==> config.mk <==
export PLATFORM = sky130hd
export DESIGN_NAME = uart_core
export DESIGN_NICKNAME = d
export VERILOG_FILES = /design/src/rtl/uart_pkg.sv /design/src/rtl/uart_rx_fifo.sv /design/src/rtl/uart_core.sv
export SDC_FILE = /design/constraint.sdc
export NUM_CORES = 1
export LEC_CHECK = 0
export BUFFER_PORTS_ARGS = -buffer_cell sky130_fd_sc_hd__buf_2
export CAP_MARGIN = 10
export CORE_MARGIN = 5
export CORE_UTILIZATION = 47
export DETAILED_ROUTE_END_ITERATION = 6
export PLACE_DENSITY = 0.68
export SYNTH_ARGS = -nofsm -noshare
export SYNTH_HDL_FRONTEND = slang
export SYNTH_SLANG_ARGS = --single-unit
==> constraint.sdc <==
create_clock -name clock -period 2 [get_ports clock]
set_input_delay 0.1 -clock clock [delete_from_list [all_inputs] [get_ports clock]]
set_output_delay 0.1 -clock clock [all_outputs]
set_load 0.01 [all_outputs]
==> src/rtl/uart_pkg.sv <==
// Shared constants, FSM state encodings and parameter legality check for the UART.
package uart_pkg;

    localparam int PARITY_NONE = 0;
    localparam int PARITY_ODD  = 1;
    localparam int PARITY_EVEN = 2;

    typedef enum logic [2:0] {
        TX_IDLE,
        TX_START,
        TX_DATA,
        TX_PARITY,
        TX_STOP
    } tx_state_t;

    typedef enum logic [2:0] {
        RX_IDLE,
        RX_START,
        RX_DATA,
        RX_PARITY,
        RX_STOP,
        RX_WAIT_HIGH
    } rx_state_t;

    function automatic bit params_legal(int os, int db, int par, int sb, int depth);
        return (os >= 4) && (os % 2 == 0) && (db >= 5) && (db <= 9) &&
               (par >= PARITY_NONE) && (par <= PARITY_EVEN) &&
               (sb == 1 || sb == 2) && (depth >= 2) && ((depth & (depth - 1)) == 0);
    endfunction

endpackage

==> src/rtl/uart_rx_fifo.sv <==
// Show-ahead receive FIFO; pointers carry one extra bit to tell full from empty.
module uart_rx_fifo #(
    parameter int WIDTH = 10,
    parameter int DEPTH = 4
) (
    input  logic             clock,
    input  logic             reset,
    input  logic             push,
    input  logic [WIDTH-1:0] din,
    output logic             full,
    input  logic             pop,
    output logic             valid,
    output logic [WIDTH-1:0] dout
);
    localparam int AW = $clog2(DEPTH);

    logic [WIDTH-1:0] mem [DEPTH];
    logic [AW:0]      wr_ptr;
    logic [AW:0]      rd_ptr;

    assign valid = (wr_ptr != rd_ptr);
    assign full  = (wr_ptr[AW] != rd_ptr[AW]) && (wr_ptr[AW-1:0] == rd_ptr[AW-1:0]);
    // Head is forced to zero when empty so the error flags read 0 out of reset.
    assign dout  = valid ? mem[rd_ptr[AW-1:0]] : '0;

    always_ff @(posedge clock or negedge reset) begin
        if (!reset) begin
            wr_ptr <= '0;
            rd_ptr <= '0;
        end else begin
            if (push && !full) wr_ptr <= wr_ptr + (AW+1)'(1);
            if (pop && valid)  rd_ptr <= rd_ptr + (AW+1)'(1);
        end
    end

    always_ff @(posedge clock) begin
        if (push && !full) mem[wr_ptr[AW-1:0]] <= din;
    end

endmodule

==> src/rtl/uart_core.sv <==
// Full-duplex UART: bit-timed transmitter, oversampling receiver with a
// 2-flop synchroniser, and a buffered receive path with per-word error flags.
module uart_core
    import uart_pkg::*;
#(
    parameter int OVERSAMPLE = 16,
    parameter int DATA_BITS  = 8,
    parameter int PARITY     = 0,
    parameter int STOP_BITS  = 1,
    parameter int RX_DEPTH   = 4
) (
    input  logic                 clock,
    input  logic                 reset,
    input  logic                 rx,
    output logic                 tx,
    input  logic                 tx_valid,
    input  logic [DATA_BITS-1:0] tx_data,
    output logic                 tx_ready,
    output logic                 tx_busy,
    output logic                 rx_valid,
    output logic [DATA_BITS-1:0] rx_data,
    output logic                 rx_perr,
    output logic                 rx_ferr,
    input  logic                 rx_ready,
    output logic                 overrun,
    output logic [2:0]           tx_state_dbg,
    output logic [2:0]           rx_state_dbg
);
    if (!params_legal(OVERSAMPLE, DATA_BITS, PARITY, STOP_BITS, RX_DEPTH)) begin : g_illegal_params
        $error("uart_core: illegal parameter combination");
    end

    localparam int             CW         = $clog2(OVERSAMPLE);
    localparam logic [CW-1:0]  BIT_LAST   = CW'(OVERSAMPLE - 1);
    localparam logic [CW-1:0]  HALF_LAST  = CW'(OVERSAMPLE / 2 - 1);
    localparam logic [3:0]     DATA_LAST  = 4'(DATA_BITS - 1);
    localparam bit             HAS_PARITY = (PARITY != PARITY_NONE);

    // Handshakes: a tx word transfers on a clock where tx_valid && tx_ready;
    // an rx word is consumed on a clock where rx_valid && rx_ready.
    tx_state_t            tx_state;
    logic [CW-1:0]        tx_cnt;
    logic [3:0]           tx_idx;
    logic [DATA_BITS-1:0] tx_shift;
    logic                 tx_par;
    logic                 tx_stop_idx;

    always_ff @(posedge clock or negedge reset) begin
        if (!reset) begin
            tx_state    <= TX_IDLE;
            tx          <= 1'b1;
            tx_ready    <= 1'b0;
            tx_busy     <= 1'b0;
            tx_cnt      <= '0;
            tx_idx      <= '0;
            tx_shift    <= '0;
            tx_par      <= 1'b0;
            tx_stop_idx <= 1'b0;
        end else if (tx_state == TX_IDLE) begin
            tx       <= 1'b1;
            tx_ready <= 1'b1;
            if (tx_valid && tx_ready) begin
                tx_state <= TX_START;
                tx       <= 1'b0;
                tx_ready <= 1'b0;
                tx_busy  <= 1'b1;
                tx_cnt   <= '0;
                tx_shift <= tx_data;
                tx_par   <= (PARITY == PARITY_ODD) ? ~^tx_data : ^tx_data;
            end
        end else if (tx_cnt != BIT_LAST) begin
            tx_cnt <= tx_cnt + CW'(1);
        end else begin
            tx_cnt <= '0;
            case (tx_state)
                TX_START: begin
                    tx_state <= TX_DATA;
                    tx       <= tx_shift[0];
                    tx_idx   <= '0;
                end
                TX_DATA: begin
                    if (tx_idx != DATA_LAST) begin
                        tx_idx   <= tx_idx + 4'd1;
                        tx_shift <= tx_shift >> 1;
                        tx       <= tx_shift[1];
                    end else if (HAS_PARITY) begin
                        tx_state <= TX_PARITY;
                        tx       <= tx_par;
                    end else begin
                        tx_state    <= TX_STOP;
                        tx          <= 1'b1;
                        tx_stop_idx <= 1'b0;
                    end
                end
                TX_PARITY: begin
                    tx_state    <= TX_STOP;
                    tx          <= 1'b1;
                    tx_stop_idx <= 1'b0;
                end
                TX_STOP: begin
                    if (tx_stop_idx == 1'(STOP_BITS - 1)) begin
                        tx_state <= TX_IDLE;
                        tx_ready <= 1'b1;
                        tx_busy  <= 1'b0;
                    end else begin
                        tx_stop_idx <= 1'b1;
                    end
                end
                default: tx_state <= TX_IDLE;
            endcase
        end
    end

    logic [1:0]           rx_sync;
    logic                 rx_s;
    rx_state_t            rx_state;
    logic [CW-1:0]        rx_cnt;
    logic [3:0]           rx_idx;
    logic [DATA_BITS-1:0] rx_shift;
    logic                 rx_par_bit;
    logic                 rx_sample;
    logic                 push;
    logic                 perr_calc;
    logic                 fifo_full;

    assign rx_s      = rx_sync[1];
    assign rx_sample = (rx_cnt == BIT_LAST);
    assign push      = (rx_state == RX_STOP) && rx_sample;
    assign perr_calc = HAS_PARITY && ((^rx_shift ^ rx_par_bit) != (PARITY == PARITY_ODD));
    assign overrun   = push && fifo_full;

    always_ff @(posedge clock or negedge reset) begin
        if (!reset) begin
            rx_sync    <= 2'b11;
            rx_state   <= RX_IDLE;
            rx_cnt     <= '0;
            rx_idx     <= '0;
            rx_shift   <= '0;
            rx_par_bit <= 1'b0;
        end else begin
            rx_sync <= {rx_sync[0], rx};
            case (rx_state)
                RX_IDLE: begin
                    if (!rx_s) begin
                        rx_state <= RX_START;
                        rx_cnt   <= '0;
                    end
                end
                RX_START: begin
                    if (rx_cnt == HALF_LAST) begin
                        rx_cnt   <= '0;
                        rx_idx   <= '0;
                        rx_state <= rx_s ? RX_IDLE : RX_DATA;
                    end else begin
                        rx_cnt <= rx_cnt + CW'(1);
                    end
                end
                RX_DATA, RX_PARITY, RX_STOP: begin
                    rx_cnt <= rx_sample ? '0 : rx_cnt + CW'(1);
                    if (rx_sample) begin
                        if (rx_state == RX_DATA) begin
                            rx_shift <= {rx_s, rx_shift[DATA_BITS-1:1]};
                            rx_idx   <= rx_idx + 4'd1;
                            if (rx_idx == DATA_LAST)
                                rx_state <= HAS_PARITY ? RX_PARITY : RX_STOP;
                        end else if (rx_state == RX_PARITY) begin
                            rx_par_bit <= rx_s;
                            rx_state   <= RX_STOP;
                        end else begin
                            // A low stop bit may be a break; wait for the line to recover.
                            rx_state <= rx_s ? RX_IDLE : RX_WAIT_HIGH;
                        end
                    end
                end
                RX_WAIT_HIGH: begin
                    if (rx_s) rx_state <= RX_IDLE;
                end
                default: rx_state <= RX_IDLE;
            endcase
        end
    end

    uart_rx_fifo #(
        .WIDTH (DATA_BITS + 2),
        .DEPTH (RX_DEPTH)
    ) u_rx_fifo (
        .clock (clock),
        .reset (reset),
        .push  (push),
        .din   ({!rx_s, perr_calc, rx_shift}),
        .full  (fifo_full),
        .pop   (rx_ready),
        .valid (rx_valid),
        .dout  ({rx_ferr, rx_perr, rx_data})
    );

    assign tx_state_dbg = tx_state;
    assign rx_state_dbg = rx_state;

endmodule

==> results.yml <==
clock_tree:
  post_cts.repair.setup_buffers: 0
  worst_skew_pair.late_latency_ps: 340
  h-tree-depth: 3
  clock-sinks: 85
  cts_tree: "done"
  numCtsBuffers: 9
  clk_pin_slew_ps: 90
  clockBufferDepth: 2
  cts-root-buf: "clkbuf_8"
critical_path:
  r2r_end: "tx_shift[0]"
  rr_startpoint: "tx_idx[0]"
  arrival_ps: 2120
  required_ps: 2230
  cp-start-kind: "register"
  crit_path_end_kind: "register"
  reg2reg_slack_ps: 110
  reg2reg_depth: 4
  worstPathMaxFanout: 8
  critical_path_class: "register to register"
finish:
  final_common_cell: "dfrtp_1"
  area_growth_syn_to_layout_pct: 17.05
  utilization_pct: 55.91
  nFillCells: 685
  multi_input_area_mm2: 0.001511
  layout_common_cells: "dfrtp_1, edfxtp_1, nand2_1, buf_2, mux2_2"
  drive_gt1_share_pct: 29.86
  seq_area_mm2: 0.002312
  antennaDiodeCount: 0
  nets: 372
route:
  antenna_left: 0
  drtIter0Drc: 83
  wl_per_cell_um: 15.08
  dr_total_vias: 2494
  viasPerCell: 5.422
  first_pass_iters: 4
  drc: 0
  totalWireLength_um: 6937
global_routing:
  grt_pass1_vias: 2454
  grt_max_degree: 39
  antenna_found_initial: 0
  grt-ovfl-total: 0
  track_usage_pct: 14.79
  grt_pass1_wl_um: 11830
sta:
  layout_min_cycle_time_ps: 1885
  setup_tns_ps: 0
  slew_viol_final: 0
  max_slew_margin_pct: 42.32
  final.setup_skew_ps: 9.033
  rsz0062_at_grt: "false"
  setup_violations: 0
  finalHoldViolations: 0
  max_freq_mhz: 530.4
  period_share_pct: 94.27
  holdWs_ps: 51.73
  worst_pin_slew_ps: 865.2
logic_synthesis:
  synth.avg_cell_area_um2: 12.97
  ys_seq_elements: 85
  synth-edff-count: 36
  ys_warn_count: 0
  synth_area_mm2: 0.003905
  syn_inst: 301
  synth.distinct_cells: 50
  ys.flop_type: "dfrtp_1"
  async_flop_share_pct: 57.65
  synth_seq_area_share_pct: 59.18
  syn-num-nets: 323
pwr:
  cellLeakagePower_uw: 0.001845
  ir_drop_v: 0.0007023
  power_density_mw_per_mm2: 1284
job:
  cap_violations: 0
floorplanning:
  boundaryPins: 34
  initial_core_util_pct: 47.77
  fp-row-count: 33
  die_w_um: 101.2
  die_area_mm2: 0.01023
  core_mm2: 0.008175
  die_y_um: 101.2
placed_design:
  dp_hpwl_um: 4806
  place.gp.congestion: 0.8227
  io_buffers: 32
worst_hold_path:
  whs_path_depth: 3
  whs_endpoint: "u_rx_fifo.rd_ptr[0]"
  worstHoldPathType: "input pin to register"
  hp-start: "rx_ready"
run_status:
  status: "complete, no violations"
-- final cells by class --
type,count,share of cell area [%]
Clock buffer,10,2.792
Clock inverter,6,1.916
Inverter,8,0.6570
Multi-Input combinational cell,193,33.07
Sequential cell,85,50.59
Tap cell,105,2.874
Timing Repair Buffer,53,8.103
-- layer usage --
layer	vias up	global-route usage (%)	share of wire [%]	wire length, µm
met1	1236	20.58	47	3266
met4	0	5.521	0.91	63
met2	44	22.99	48	3360
met5	-	0	0	0
li1	1208	-	-	-
met3	6	3.168	3.6	247
-- registers in the layout, indices dropped and copies added (netlist names), 2 cells and up --
name,flops
rx_shift,8
u_rx_fifo.rd_ptr,3
tx_shift,8
tx_cnt,4
u_rx_fifo.wr_ptr,3
rx_cnt,4
tx_idx,4
rx_state_dbg,3
rx_idx,4
tx_state_dbg,3
u_rx_fifo.mem,36
rx_sync,2
-- critical path, stage by stage (launching register included) --
cell and delay [ps]:
dfrtp_1 430, ha_1 260, a311o_2 400, o22ai_4 320, mux2_2 380
-- Yosys cell counts (all sizes together) (8+ instances only) --
cell | instances | area (µm²)
dfrtp | 46 | 1151
edfxtp | 36 | 1081
nand2 | 35 | 131.4
mux2 | 21 | 236.5
and2 | 15 | 93.84
o21ai | 15 | 75.07
a21oi | 11 | 55.05
nand3 | 10 | 50.05
ha | 9 | 112.6
mux4 | 9 | 202.7
nor2 | 9 | 33.78
clkbuf | 8 | 30.03
inv | 8 | 30.03
-- metrics by stage --
stage / instances / cell area (µm²) / worst slack [ps] / total power (µW)
after detailed placement: 441 / 4302 / 105.9 / 4582
final: 460 / 4571 / 114.6 / 5871
after floorplan: 301 / 3905 / 9.659 / 3955
after global routing: 460 / 4571 / 12.79 / 6317
after global placement: 441 / 4302 / 161.9 / 4519
after CTS: 460 / 4547 / 50.16 / 5903
-- repair_timing --
action                                  in CTS  in global routing
hold endpoints to repair                    35                  0
resized for setup                            0                  5
endpoints found under the setup margin       0                  9
hold buffers                                 3                  0
-- where the power goes --
group / switching, µW / total [µW] / leakage (µW) / internal, µW
Sequential: 342 / 2530 / 0.000935 / 2190
Combinational: 992 / 2040 / 0.000810 / 1050
Clock: 597 / 1300 / 0.000100 / 702
Total: 1930 / 5870 / 0.00185 / 3940
-- cells by family after synthesis --
group           after synthesis  share of synthesized area [%]
fa+ha+maj                     9                          2.884
compound gates               51                          9.453
flops                        85                          59.18
other cells                   1                        0.09603
mux                          33                          12.02
simple gates                 90                          11.86
xor+xnor                      9                          2.019
buf+inv                      23                          2.499
-- worst max-delay path by stage --
stage                        start             endpoint  slack, ps  depth (start not counted)
4_1_cts        u_rx_fifo.rd_ptr[0]           rx_data[4]         50                          4
3_3_place_gp             tx_idx[0]          tx_shift[3]        160                          4
3_5_place_dp             tx_idx[0]          tx_shift[0]        110                          4
6_report                 tx_idx[0]          tx_shift[0]        110                          4
5_1_grt                  tx_idx[0]          tx_shift[0]         10                          4
2_1_floorplan      rx_state_dbg[0]  u_rx_fifo.mem[3][0]         10                          4
Power figures use the tool's default switching activity.
